### src/rtl/data_path_if.sv
// Control/data bundle between the sequencer and the datapath.
// The sequencer owns the master side; the datapath implements the slave side.
interface data_path_if #(
  parameter int M = 3,
  parameter int N = 8
);
  logic [N-1:0] din;
  logic [M-1:0] waddr;
  logic [M-1:0] ra;
  logic [M-1:0] rb;
  logic [2:0]   op;
  logic         ie;
  logic         write;
  logic         reada;
  logic         readb;
  logic         en;
  logic         oe;
  logic [N-1:0] offset;
  logic         bypassa;
  logic         bypassb;
  logic [N-1:0] dout;
  logic         o_flag;
  logic         z_flag;
  logic         n_flag;

  modport master (
    output din, waddr, ra, rb, op, ie, write, reada, readb, en, oe,
           offset, bypassa, bypassb,
    input  dout, o_flag, z_flag, n_flag
  );

  modport slave (
    input  din, waddr, ra, rb, op, ie, write, reada, readb, en, oe,
           offset, bypassa, bypassb,
    output dout, o_flag, z_flag, n_flag
  );
endinterface

### src/rtl/data_path.sv
// 2^M x N register file (2R/1W), operand bypass muxes, 8-op ALU and a
// registered result/flag stage. One micro-op per clock from the sequencer.
// The top register is the PC only by software convention; no special casing.

// One register-file entry; loads on its own write strobe.
module data_path_reg #(
  parameter int N = 8
) (
  input  logic         clk,
  input  logic         rst,
  input  logic         we,
  input  logic [N-1:0] d,
  output logic [N-1:0] q
);
  // entry storage, cleared asynchronously
  always_ff @(posedge clk or posedge rst) begin
    if (rst)     q <= '0;
    else if (we) q <= d;
  end
endmodule

module data_path #(
  parameter int M = 3,
  parameter int N = 8
) (
  input  logic       clk,
  input  logic       rst,
  data_path_if.slave bus
);
  localparam int          NREGS  = 1 << M;
  localparam logic [N-1:0] ONE   = N'(1);

  localparam logic [2:0] OP_ADD  = 3'b000;
  localparam logic [2:0] OP_SUB  = 3'b001;
  localparam logic [2:0] OP_AND  = 3'b010;
  localparam logic [2:0] OP_OR   = 3'b011;
  localparam logic [2:0] OP_XOR  = 3'b100;
  localparam logic [2:0] OP_NOT  = 3'b101;
  localparam logic [2:0] OP_PASS = 3'b110;
  localparam logic [2:0] OP_INC  = 3'b111;

  logic [NREGS-1:0][N-1:0] rf_q;
  logic [NREGS-1:0]        rf_we;
  logic [N-1:0]            wd;
  logic [N-1:0]            qa, qb;
  logic [N-1:0]            a, b;
  logic [N-1:0]            y;
  logic                    y_o;
  logic [N-1:0]            r_q;
  logic                    o_q, z_q, n_q;

  // Write-back takes the pre-edge R, so compute and write-back of the
  // previous result can share one edge.
  assign wd = bus.ie ? bus.din : r_q;

  genvar gi;
  generate
    for (gi = 0; gi < NREGS; gi++) begin : g_rf
      assign rf_we[gi] = bus.write && (bus.waddr == M'(gi));
      data_path_reg #(.N(N)) u_reg (
        .clk (clk),
        .rst (rst),
        .we  (rf_we[gi]),
        .d   (wd),
        .q   (rf_q[gi])
      );
    end
  endgenerate

  // Read ports are combinational and see pre-edge contents on a same-edge write.
  assign qa = bus.reada ? rf_q[bus.ra] : '0;
  assign qb = bus.readb ? rf_q[bus.rb] : '0;
  assign a  = bus.bypassa ? bus.din    : qa;
  assign b  = bus.bypassb ? bus.offset : qb;

  // ALU with signed-overflow detection for the arithmetic ops only
  always_comb begin
    y   = '0;
    y_o = 1'b0;
    case (bus.op)
      OP_ADD: begin
        y   = a + b;
        y_o = (a[N-1] == b[N-1]) && (y[N-1] != a[N-1]);
      end
      OP_SUB: begin
        y   = a - b;
        y_o = (a[N-1] != b[N-1]) && (y[N-1] != a[N-1]);
      end
      OP_AND:  y = a & b;
      OP_OR:   y = a | b;
      OP_XOR:  y = a ^ b;
      OP_NOT:  y = ~a;
      OP_PASS: y = a;
      OP_INC: begin
        y   = a + ONE;
        y_o = !a[N-1] && y[N-1];
      end
      default: y = '0;
    endcase
  end

  // result and flag registers, loaded only when the sequencer asks
  always_ff @(posedge clk or posedge rst) begin
    if (rst) begin
      r_q <= '0;
      o_q <= 1'b0;
      z_q <= 1'b0;
      n_q <= 1'b0;
    end else if (bus.en) begin
      r_q <= y;
      o_q <= y_o;
      z_q <= (y == '0);
      n_q <= y[N-1];
    end
  end

  assign bus.dout   = bus.oe ? r_q : '0;
  assign bus.o_flag = o_q;
  assign bus.z_flag = z_q;
  assign bus.n_flag = n_q;
endmodule

### src/flat_wrapper.sv
// flat-port wrapper written by rule: the top's interface ports become plain ports
module data_path_flat 
#(
  parameter int M = 3,
  parameter int N = 8
)
  (clk, rst, bus_din, bus_waddr, bus_ra, bus_rb, bus_op, bus_ie, bus_write, bus_reada, bus_readb, bus_en, bus_oe, bus_offset, bus_bypassa, bus_bypassb, bus_dout, bus_o_flag, bus_z_flag, bus_n_flag);
  data_path_if #(.M(M), .N(N)) bus_i ();
  input  logic clk;
  input  logic rst;
  input wire logic [$bits(bus_i.din)-1:0] bus_din;
  input wire logic [$bits(bus_i.waddr)-1:0] bus_waddr;
  input wire logic [$bits(bus_i.ra)-1:0] bus_ra;
  input wire logic [$bits(bus_i.rb)-1:0] bus_rb;
  input wire logic [$bits(bus_i.op)-1:0] bus_op;
  input wire logic [$bits(bus_i.ie)-1:0] bus_ie;
  input wire logic [$bits(bus_i.write)-1:0] bus_write;
  input wire logic [$bits(bus_i.reada)-1:0] bus_reada;
  input wire logic [$bits(bus_i.readb)-1:0] bus_readb;
  input wire logic [$bits(bus_i.en)-1:0] bus_en;
  input wire logic [$bits(bus_i.oe)-1:0] bus_oe;
  input wire logic [$bits(bus_i.offset)-1:0] bus_offset;
  input wire logic [$bits(bus_i.bypassa)-1:0] bus_bypassa;
  input wire logic [$bits(bus_i.bypassb)-1:0] bus_bypassb;
  output wire logic [$bits(bus_i.dout)-1:0] bus_dout;
  output wire logic [$bits(bus_i.o_flag)-1:0] bus_o_flag;
  output wire logic [$bits(bus_i.z_flag)-1:0] bus_z_flag;
  output wire logic [$bits(bus_i.n_flag)-1:0] bus_n_flag;
  assign bus_i.din = bus_din;
  assign bus_i.waddr = bus_waddr;
  assign bus_i.ra = bus_ra;
  assign bus_i.rb = bus_rb;
  assign bus_i.op = bus_op;
  assign bus_i.ie = bus_ie;
  assign bus_i.write = bus_write;
  assign bus_i.reada = bus_reada;
  assign bus_i.readb = bus_readb;
  assign bus_i.en = bus_en;
  assign bus_i.oe = bus_oe;
  assign bus_i.offset = bus_offset;
  assign bus_i.bypassa = bus_bypassa;
  assign bus_i.bypassb = bus_bypassb;
  assign bus_dout = bus_i.dout;
  assign bus_o_flag = bus_i.o_flag;
  assign bus_z_flag = bus_i.z_flag;
  assign bus_n_flag = bus_i.n_flag;
  data_path #(.M(M), .N(N)) u_core (.clk(clk), .rst(rst), .bus(bus_i));
endmodule
### config.mk
export PLATFORM = sky130hd
export DESIGN_NAME = data_path_flat
export DESIGN_NICKNAME = d
export VERILOG_FILES = /design/src/rtl/data_path_if.sv /design/src/rtl/data_path.sv /design/src/flat_wrapper.sv
export SDC_FILE = /design/constraint.sdc
export NUM_CORES = 1
export LEC_CHECK = 0
export CAP_MARGIN = 10
export CORE_MARGIN = 2
export CORE_UTILIZATION = 60
export DETAILED_ROUTE_END_ITERATION = 16
export PLACE_DENSITY = 0.82
export SETUP_SLACK_MARGIN = 0.15
export SLEW_MARGIN = 30
export SYNTH_ARGS = -nofsm -noshare
export SYNTH_HDL_FRONTEND = slang
export SYNTH_HIERARCHICAL = 1
export SYNTH_SLANG_ARGS = --single-unit
### constraint.sdc
create_clock -name clk -period 4.3 [get_ports clk]
set_input_delay 1.29 -clock clk [delete_from_list [all_inputs] [get_ports clk]]
set_output_delay 1.29 -clock clk [all_outputs]
set_load 0.02 [all_outputs]
==> results.yml, run 1 <==
synth:
  synthFlopType: "dfrtp_1"
  synthAdderAreaFrac_pct: 5.85
  yosys_register_bits: 74
  syn-cell-area_sq_um: 6030
  synth-compound-area-share_pct: 13.7
  yosys_warnings: 6
  yosys.area_share.simple_pct: 11.2
  ys_async_sr_fraction_pct: 100
  synth.yosys.seq_area_share_pct: 30.7
  synth_top_family_by_area: "multiplexers"
  synth.area.mux_share_pct: 31.3
  syn_inst: 549
  avgSynthCellArea_sq_um: 11.0
  synth_edf_count: 0
  yosysUniqueCellTypes: 71
  synth_xor_area_share_pct: 1.02
  syn_nets: 614
global_routing:
  grt_pass1_wl_um: 31700
  grt_max_degree: 36
  grt_use_total_pct: 37.9
  grt_pass1_vias: 5756
  grt-ovfl-total: 0
  antenna_found_initial: 0
pwr:
  power_frac_comb_pct: 48.9
  p_sw_share_pct: 38.1
  ir_drop_mv: 0.388
  p_total_w: 0.00319
  clkPwrFrac_pct: 15.8
  p_sw_w: 0.00122
  pwr-share-seq_pct: 35.3
  power_density_nw_per_um2: 394
  intPower_w: 0.00198
  leakage_nw: 3.52
floorplanning:
  core_area_sq_um: 9770
  io_pins: 49
  die_h_um: 104
  num_rows: 36
  die_w_um: 104
  initial_core_util_pct: 61.7
  die_area_sq_um: 10900
outcome:
  status: "finished, violations left"
  violations: "setup timing"
final_layout:
  num-fill-cells: 454
  fin_cells: 833
  layout-drive-gt1-share_pct: 47.4
  mostFrequentLayoutCells: "buf_4 (108), dfrtp_1 (74), mux2_4 (67)"
  final_nets: 760
  final_cell_area_sq_um: 8100
  areaGrowthSynthToFinish_pct: 34.3
  diodes: 0
  final_common_cell: "buf_4"
routing:
  wire_per_inst_um: 27.6
  wl_um: 23000
  vias: 5823
  via_per_inst: 6.99
  post-route-drc-count: 0
  drt_iter0_drc: 782
  drt_pass1_iterations: 8
  ant_nets: 0
critical_path:
  critPathTopFamily: "compound AO/OA/AOI/OAI gates"
  reg2reg_slack_ns: 0.71
  cp_data_required_time_ns: 4.57
  cp_cell_sequence: "clkdlybuf4s15_1 -> buf_6 -> nand2b_4 -> buf_4 -> a211oi_2 -> o41ai_4 -> buf_4 -> buf_4 -> ha_4 -> nor2_4 -> or2_2 -> a21oi_1 -> xnor2_1 -> o21ai_1 -> o21ai_0 -> o211ai_1 -> o32ai_2"
  arrival_ns: 4.67
  cpPeakStageDelay_ns: 0.37
  crit_fanout: 7
  crit_type: "primary input to register"
  crit_slowest_cell: "o21ai_0"
  worst_r2r_path_depth: 14
  r2r-end: "u_core/bus.z_flag"
  rr_startpoint: "u_core/g_rf[3].u_reg/q[1]"
  crit_path_end_kind: "register"
  crit_top_cell: "buf_4"
  critPathLaunchType: "primary input"
  cp_num_buf_inv: 5
timing:
  maxSlewViolCount: 0
  hold_violations: 0
  fmax_mhz: 227
  fin_skew_ns: 0.0114
  finalSetupViolCount: 3
  worstMarginPinSlew_ns: 0.635
  final.setup.tns_ns: -0.242
  setup_ws_ns: -0.100
  period_needed_ns: 4.40
  fin_crit_sh_pct: 102
  max_slew_margin_pct: 57.2
  rsz0062_at_grt: "true"
hold_path:
  hold_class: "register to register"
  min_from: "u_core/g_rf[0].u_reg/q[2]"
  worstHoldEndpoint: "u_core/g_rf[0].u_reg/q[2]"
  holdPathStages: 1
clocking:
  clock_path_buffers: 2
  root_buffer: "clkbuf_8"
  clock_latency_ns: 0.37
  cts.htree.levels: 3
  hold_buffers: 0
  tritoncts: "done"
  cts_buffers: 9
  cts_sinks: 74
  clkTransAtPathRegs_ns: 0.08
placed_design:
  io_buffer_count: 48
  dpl_worst_slack_ns: -0.718
  place_inst: 783
  gp_congestion: 1.04
  dp_hpwl_um: 14100
  dpl_cell_area_sq_um: 7190
run:
  drv_cap: 0
## per-layer routing
metal	GRT usage, %	part of all wire, %
met1	47.7	35
met5	0	0
met2	62.4	46
met4	18.9	7.7
met3	7.58	11
## state kept, by name, indices dropped and copies added (netlist names)
| register | count |
|---|---|
| u_core/bus.z_flag | 1 |
| u_core/bus.o_flag | 1 |
| u_core/r_q | 8 |
| u_core/g_rf.u_reg/q | 64 |
## logic make-up (layout without fill, tap and decap cells)
family / Yosys count / in the layout
AOI/OAI and AO/OA: 113 / 113
adders and majority gates: 27 / 27
DFF: 74 / 74
xor gates and xnor gates: 7 / 7
and+or+nand+nor: 135 / 135
muxes: 120 / 120
buffers and inverters: 73 / 224
## synth_stat cells (8+ instances only)
library cell | n | area share (%)
nand2b_1 | 8 | 0.83
dfrtp_1 | 74 | 31
a211oi_1 | 12 | 1.5
o21ai_0 | 31 | 2.6
ha_1 | 25 | 5.2
and2_1 | 9 | 0.93
nor3_1 | 11 | 0.91
a21oi_1 | 17 | 1.4
mux2_2 | 15 | 2.8
mux2i_1 | 12 | 2.0
clkbuf_1 | 17 | 1.1
buf_6 | 10 | 1.9
inv_1 | 32 | 2.0
mux2_4 | 64 | 16
nand2_1 | 34 | 2.1
nor2_1 | 32 | 2.0
mux4_2 | 25 | 9.3
## power by group through the flow
stage / clock network (W) / registers, W / logic [W]
2_1_floorplan: 0 / 0.00101 / 0.000870
3_3_place_gp: 0 / 0.00107 / 0.00120
3_5_place_dp: 0 / 0.00110 / 0.00124
4_1_cts: 0.000501 / 0.00109 / 0.00133
5_1_grt: 0.000539 / 0.00113 / 0.00162
6_report: 0.000504 / 0.00113 / 0.00156
## how the worst max path moves through the flow
| stage | startpoint | to | slack (ns) | cells after the start |
|---|---|---|---|---|
| 2_1_floorplan | bus_rb[0] | u_core/bus.z_flag | 0.05 | 15 |
| 3_3_place_gp | bus_rb[0] | u_core/bus.z_flag | -0.70 | 15 |
| 3_5_place_dp | bus_rb[0] | u_core/bus.z_flag | -0.72 | 15 |
| 4_1_cts | bus_rb[0] | u_core/bus.z_flag | 0.13 | 15 |
| 5_1_grt | bus_ra[0] | u_core/bus.z_flag | -0.11 | 16 |
| 6_report | bus_ra[1] | u_core/bus.z_flag | -0.10 | 17 |
## final cells by class
class | count | area, sq um | area share, %
Timing Repair Buffer | 171 | 1550 | 19.1
Clock buffer | 10 | 138 | 1.70
Tap cell | 133 | 166 | 2.05
Clock inverter | 6 | 40.0 | 0.494
Inverter | 37 | 144 | 1.78
Multi-Input combinational cell | 402 | 4220 | 52.0
Sequential cell | 74 | 1850 | 22.9
## per-stage QoR
step	utilization (%)	hold WS, ns
floorplan	-	0.461
global placement	73.6	0.512
detailed placement	73.6	0.520
CTS	79.0	0.543
global route	82.9	0.563
finish	82.9	0.550
## worst register-to-register path, delay by kind of cell, from the launching register on
family                   cells  cell delay (ns)
flip-flops                   1             0.42
adder cells (fa/ha/maj)      1             0.29
AND/OR/NAND/NOR              3             0.48
AO/OA/AOI/OAI                6             1.32
multiplexers                 1             0.52
buffers and inverters        2             0.31
XOR/XNOR                     1             0.17
## timing repair
item                                    CTS  global route
cloned                                    3             0
pin swaps                                24            38
gates resized for setup                  59            75
endpoints found under the setup margin    9             8
buffers inserted                         17            14
No activity file was read; power rests on OpenSTA's default activity.
==> inputs of run 2 (changes only) <==
--- a/config.mk
+++ b/config.mk
@@ -7,2 +7,3 @@
 export LEC_CHECK = 0
+export ABC_AREA = 1
 export CAP_MARGIN = 10
@@ -12,3 +13,2 @@
 export PLACE_DENSITY = 0.82
-export SETUP_SLACK_MARGIN = 0.15
 export SLEW_MARGIN = 30
==> constraint.sdc (replaced) <==
create_clock -name clk -period 4.3 [get_ports clk]
set_input_delay 0.645 -clock clk [delete_from_list [all_inputs] [get_ports clk]]
set_output_delay 0.645 -clock clk [all_outputs]
set_load 0.02 [all_outputs]
==> run 2 against run 1 <==
  * The flow now finishes without violations
  * Synthesized cell count grew 66%
  * Clock power is 9.3% higher
  * Critical endpoint is now u_core/r_q[7]
  * Maximum frequency is 19% higher
  * Combinational power shrank 51%
==> results.yml, run 2 <==
timing:
  worstMarginPinSlew_ns: 0.761
  final.setup.tns_ns: 0
  max_slew_margin_pct: 49.1
  fin_crit_sh_pct: 86.3
  timing.hold.ws_ns: 0.478
  period_needed_ns: 3.71
  setup_ws_ns: 0.587
  finalSetupViolCount: 0
  fin_skew_ns: 0.00837
  fmax_mhz: 269
  hold_violations: 0
  maxSlewViolCount: 0
  rsz0062_at_grt: "false"
clocking:
  hold_buffers: 0
  tritoncts: "done"
  post_cts_buffers: 0
  clkTransAtPathRegs_ns: 0.08
  cts.htree.levels: 3
  clock_latency_ns: 0.35
  clock_path_buffers: 2
  cts_resized: 0
  cts_buffers: 9
  root_buffer: "clkbuf_8"
  cts_sinks: 74
final_layout:
  num-fill-cells: 873
  largest-register: "u_core/g_rf.u_reg/q"
  largest_reg_flops: 64
  mostFrequentLayoutCells: "nand2_1 (354), inv_1 (116), dfrtp_1 (74)"
  largestRegisters: "u_core/g_rf.u_reg/q x64, u_core/r_q x8"
  layout-drive-gt1-share_pct: 7.59
  diodes: 0
  utilization_pct: 68.3
  final_common_cell: "nand2_1"
  areaGrowthSynthToFinish_pct: 11.1
  final_nets: 1009
critical_path:
  arrival_ns: 3.97
  crit_path_end_kind: "register"
  cp_data_required_time_ns: 4.56
  crit_type: "primary input to register"
  cp_num_cells: 18
  crit_slowest_cell: "buf_2"
  worst_r2r_path_depth: 19
  crit_fanout: 52
  cpPeakStageDelay_ns: 0.58
  critPathLaunchType: "primary input"
  cp_cell_sequence: "buf_2 -> buf_4 -> a21oi_1 -> o21ai_0 -> nand2_1 -> o221ai_1 -> o21ai_0 -> ha_1 -> inv_1 -> nor4_1 -> nand2_1 -> nand2_1 -> inv_1 -> nand2_1 -> nand3_1 -> nand3b_1 -> nand2_1 -> o21ai_0"
  reg2reg_slack_ns: 1.18
  crit_top_cell: "nand2_1"
  critPathTopFamily: "buffers and inverters"
  cp_num_buf_inv: 4
hold_path:
  holdPathStages: 2
  hold_class: "register to register"
synth:
  synth_top_cell_by_area: "dfrtp_1"
  synth_most_common_cell: "nand2_1"
  synth_area_leaders: "dfrtp_1 (31%), nand2_1 (22%), inv_1 (7.3%)"
  syn-cell-area_sq_um: 5950
  synth_top_area_share_pct: 31.1
  synthFlopType: "dfrtp_1"
  avgSynthCellArea_sq_um: 6.53
  synth_edf_count: 0
  syn_inst: 911
  synthTopCellsByCount: "nand2_1 (354), inv_1 (116), dfrtp_1 (74)"
  synth.yosys.seq_area_share_pct: 31.1
  ys_async_sr_fraction_pct: 100
  yosys_register_bits: 74
  yosys_warnings: 6
  syn_nets: 976
  yosysUniqueCellTypes: 42
pwr:
  intPower_w: 0.00137
  p_sw_share_pct: 39.3
  p_sw_w: 0.000889
  ir_drop_mv: 0.254
  power_density_nw_per_um2: 342
  clkPwrFrac_pct: 24.3
  pwr-share-seq_pct: 42.0
  power_frac_comb_pct: 33.6
  leakage_nw: 3.44
routing:
  vias: 6020
  post-route-drc-count: 0
  wl_um: 17800
  drt_pass1_iterations: 7
  via_per_inst: 5.56
  ant_nets: 0
  drt_iter0_drc: 684
  wire_per_inst_um: 16.4
floorplanning:
  initial_core_util_pct: 61.4
  die_area_sq_um: 10700
  core_area_sq_um: 9680
  die_w_um: 104
  die_h_um: 104
  io_pins: 49
  num_rows: 36
placed_design:
  dpl_worst_slack_ns: 0.418
  io_buffer_count: 48
  dp_hpwl_um: 13500
  gp_congestion: 0.990
global_routing:
  grt_use_total_pct: 33.7
  grt_pass1_vias: 5490
  antenna_found_initial: 0
  grt-ovfl-total: 0
  grt_pass1_wl_um: 28300
  grt_max_degree: 53
outcome:
  status: "completed"
run:
  drv_cap: 0
run 2: per-layer routing:
| metal | up-vias | global-route usage, % | part of all wire [%] | routed length, um |
|---|---|---|---|---|
| li1 | 2950 | - | - | - |
| met2 | 341 | 54.5 | 46 | 8230 |
| met5 | - | 0 | 0 | 0 |
| met4 | 0 | 14.8 | 4.0 | 708 |
| met1 | 2661 | 44.3 | 42 | 7410 |
| met3 | 68 | 6.23 | 8.0 | 1420 |
run 2: cell type report:
class                   count  area (sq um)  area share, %
repair buffers             57           551           8.33
flip-flops and latches     74          1850           28.0
multi-input cells         672          3350           50.7
clock inverters             7          76.3           1.15
well taps                 133           166           2.52
inverters                 130           490           7.42
clock buffers               9           124           1.87
run 2: kinds of logic (layout without fill, tap and decap cells):
family | count (synthesis) | count (layout) | synth area share, %
flip-flops | 74 | 74 | 31.1
AO/OA/AOI/OAI | 149 | 149 | 14.4
multiplexers | 5 | 5 | 0.946
AND/OR/NAND/NOR | 485 | 485 | 34.0
XOR/XNOR | 6 | 6 | 0.883
adder cells (fa/ha/maj) | 27 | 27 | 5.93
buffers and inverters | 165 | 203 | 12.7
run 2: path summary, 6_finish.rpt:
kind | to | start
max reg2reg | u_core/bus.z_flag | u_core/g_rf[1].u_reg/q[3]
max | u_core/r_q[7] | bus_rb[0]
min | u_core/g_rf[5].u_reg/q[4] | u_core/g_rf[5].u_reg/q[4]
min in group asynchronous | u_core/g_rf[1].u_reg/q[4] | rst
min reg2reg | u_core/g_rf[5].u_reg/q[4] | u_core/g_rf[5].u_reg/q[4]
max in group asynchronous | u_core/r_q[1] | rst
run 2: per-stage QoR:
| step | total power, W | cell area, sq um | cells |
|---|---|---|---|
| floorplan | 0.00144 | 5950 | 911 |
| global placement | 0.00169 | 6400 | 1066 |
| detailed placement | 0.00170 | 6410 | 1066 |
| CTS | 0.00225 | 6610 | 1082 |
| global route | 0.00241 | 6610 | 1082 |
| finish | 0.00226 | 6610 | 1082 |
run 2: tightest hold or removal path, stage by stage, from the launching register on:
cell     delay, ns
dfrtp_1       0.35
nand2_1       0.05
nand2_1       0.04
run 2: power by group through the flow:
| stage | logic, W | clock network, W | registers (W) |
|---|---|---|---|
| 2_1_floorplan | 0.000523 | 0 | 0.000921 |
| 3_3_place_gp | 0.000731 | 0 | 0.000956 |
| 3_5_place_dp | 0.000742 | 0 | 0.000958 |
| 4_1_cts | 0.000746 | 0.000558 | 0.000947 |
| 5_1_grt | 0.000850 | 0.000587 | 0.000968 |
| 6_report | 0.000762 | 0.000551 | 0.000951 |
==> inputs of run 3 (changes only) <==
--- a/constraint.sdc
+++ b/constraint.sdc
@@ -3,2 +3,2 @@
 set_output_delay 0.645 -clock clk [all_outputs]
-set_load 0.02 [all_outputs]
+set_load 0.1 [all_outputs]
==> run 3 against run 2 <==
  * Non-clock buffer count up 2
  * Sequential share of layout area about the same
  * Global-route usage up 0.64 points
  * Clock skew up 0.0030 ns
  * Setup slack better by 0.12 ns
  * Critical path type unchanged
  * Critical endpoint is now u_core/bus.z_flag
==> results.yml, run 3 (synthesis results as in run 2) <==
clocking:
  root_buffer: "clkbuf_8"
  hold_buffers: 0
  cts_resized: 0
  post_cts_buffers: 0
  clock_path_buffers: 2
  clock_latency_ns: 0.37
  cts_buffers: 9
  cts_sinks: 74
  clkTransAtPathRegs_ns: 0.08
  cts.htree.levels: 3
  tritoncts: "done"
routing:
  drt_iter0_drc: 588
  wire_per_inst_um: 16.5
  drt_pass1_iterations: 6
  ant_nets: 0
  vias: 6142
  via_per_inst: 5.67
  post-route-drc-count: 0
  wl_um: 17900
timing:
  setup_ws_ns: 0.703
  period_needed_ns: 3.60
  fmax_mhz: 278
  hold_violations: 0
  fin_crit_sh_pct: 83.7
  max_slew_margin_pct: 35.9
  maxSlewViolCount: 0
  rsz0062_at_grt: "false"
  fin_skew_ns: 0.0114
  final.setup.tns_ns: 0
  worstMarginPinSlew_ns: 0.959
  finalSetupViolCount: 0
global_routing:
  grt_max_degree: 50
  grt_pass1_vias: 5632
  grt_pass1_wl_um: 28800
  antenna_found_initial: 0
  grt_use_total_pct: 34.3
  grt-ovfl-total: 0
placed_design:
  dpl_cell_area_sq_um: 6400
  io_buffer_count: 48
  gp_congestion: 1.03
  dpl_worst_slack_ns: 0.424
  dp_hpwl_um: 13700
final_layout:
  utilization_pct: 68.2
  final_common_cell: "nand2_1"
  final_nets: 1011
  mostFrequentLayoutCells: "nand2_1 (354), inv_1 (116), dfrtp_1 (74)"
  largest-register: "u_core/g_rf.u_reg/q"
  layout-drive-gt1-share_pct: 8.52
  diodes: 0
  largestRegisters: "u_core/g_rf.u_reg/q x64, u_core/r_q x8"
  largest_reg_flops: 64
  final_cell_area_sq_um: 6600
  areaGrowthSynthToFinish_pct: 11.0
floorplanning:
  io_pins: 49
  core_area_sq_um: 9680
  die_area_sq_um: 10700
  die_w_um: 104
  die_h_um: 104
  initial_core_util_pct: 61.4
  num_rows: 36
critical_path:
  rr_startpoint: "u_core/g_rf[1].u_reg/q[0]"
  critPathTopFamily: "simple AND/OR/NAND/NOR gates"
  arrival_ns: 3.91
  critPathLaunchType: "primary input"
  reg2reg_slack_ns: 1.23
  crit_top_cell: "nand2_1"
  worst_r2r_path_depth: 23
  cp_num_buf_inv: 3
  crit_fanout: 49
  cpPeakStageDelay_ns: 0.54
  crit_type: "primary input to register"
  cp_num_cells: 20
  cp_cell_sequence: "buf_2 -> buf_4 -> a21oi_1 -> o21ai_0 -> nand2_1 -> o221ai_1 -> o21ai_0 -> ha_1 -> inv_1 -> nand2_1 -> nand2_1 -> a21oi_1 -> or2_2 -> nand2_1 -> nand3_1 -> nor2_1 -> nand2_1 -> nor2_1 -> nand3_1 -> nand2_1"
  crit_path_end_kind: "register"
  cp_data_required_time_ns: 4.61
  r2r-end: "u_core/bus.z_flag"
  crit_slowest_cell: "buf_2"
run:
  drv_cap: 0
pwr:
  ir_drop_mv: 0.264
  leakage_nw: 3.46
  power_density_nw_per_um2: 355
  p_total_w: 0.00234
hold_path:
  worstHoldEndpoint: "u_core/g_rf[3].u_reg/q[5]"
  holdPathStages: 2
  hold_class: "register to register"
  min_from: "u_core/g_rf[3].u_reg/q[5]"
outcome:
  status: "completed"
[run 3: changes by cell type in the layout (fill, tap and decap cells not counted), sizes merged]
cell / before / now
buf: 11 / 21
clkdlybuf4s50: 46 / 38
[run 3: final cells by class]
type | instances | area [sq um]
Fill cell | 889 | 3080
Sequential cell | 74 | 1850
Clock buffer | 9 | 124
Tap cell | 133 | 166
Inverter | 130 | 490
Timing Repair Buffer | 59 | 546
Clock inverter | 7 | 76.3
Multi-Input combinational cell | 672 | 3350
[run 3: worst max-delay path by stage]
| stage | startpoint | end | slack [ns] |
|---|---|---|---|
| finish | bus_rb[0] | u_core/bus.z_flag | 0.70 |
| global route | bus_rb[0] | u_core/bus.z_flag | 0.27 |
| CTS | bus_rb[1] | u_core/bus.z_flag | 0.79 |
| detailed placement | bus_rb[0] | u_core/bus.z_flag | 0.42 |
| global placement | bus_rb[0] | u_core/bus.z_flag | 0.40 |
| floorplan | bus_rb[0] | u_core/bus.z_flag | 0.93 |
[run 3: routing by layer]
layer | up-vias | wire length, um | track usage (%)
met5 | - | 0 | 0
met4 | 0 | 744 | 15.6
met3 | 58 | 1610 | 7.99
met2 | 309 | 8340 | 55.7
met1 | 2825 | 7150 | 43.8
li1 | 2950 | - | -
[run 3: worst reg2reg max path, stage by stage, from the launching register on]
cell and delay [ns]:
dfrtp_1 0.41, inv_1 0.09, a21oi_1 0.06, o21ai_0 0.12, nand2_1 0.08, o221ai_1 0.21, o21ai_0 0.21, ha_1 0.28
fa_1 0.41, inv_1 0.09, nand2_1 0.05, nand3_1 0.07, nand2_1 0.05, nor2_1 0.14, nand2_1 0.07, nor2_1 0.10
nand2_1 0.06, nand2_1 0.08, nand2_1 0.06, nor2_1 0.09, nand2_1 0.06, nor2_1 0.09, nand3_1 0.07, nand2_1 0.06
[run 3: where the power goes]
part / total, W / switching (W) / internal [W]
sequential: 0.000954 / 0.000116 / 0.000838
combinational: 0.000828 / 0.000565 / 0.000263
clock: 0.000561 / 0.000289 / 0.000272
[run 3: per-stage QoR]
stage | cells | hold WS, ns
2_1_floorplan | 911 | 0.442
3_3_place_gp | 1068 | 0.454
3_5_place_dp | 1068 | 0.458
4_1_cts | 1084 | 0.476
5_1_grt | 1084 | 0.508
6_report | 1084 | 0.476
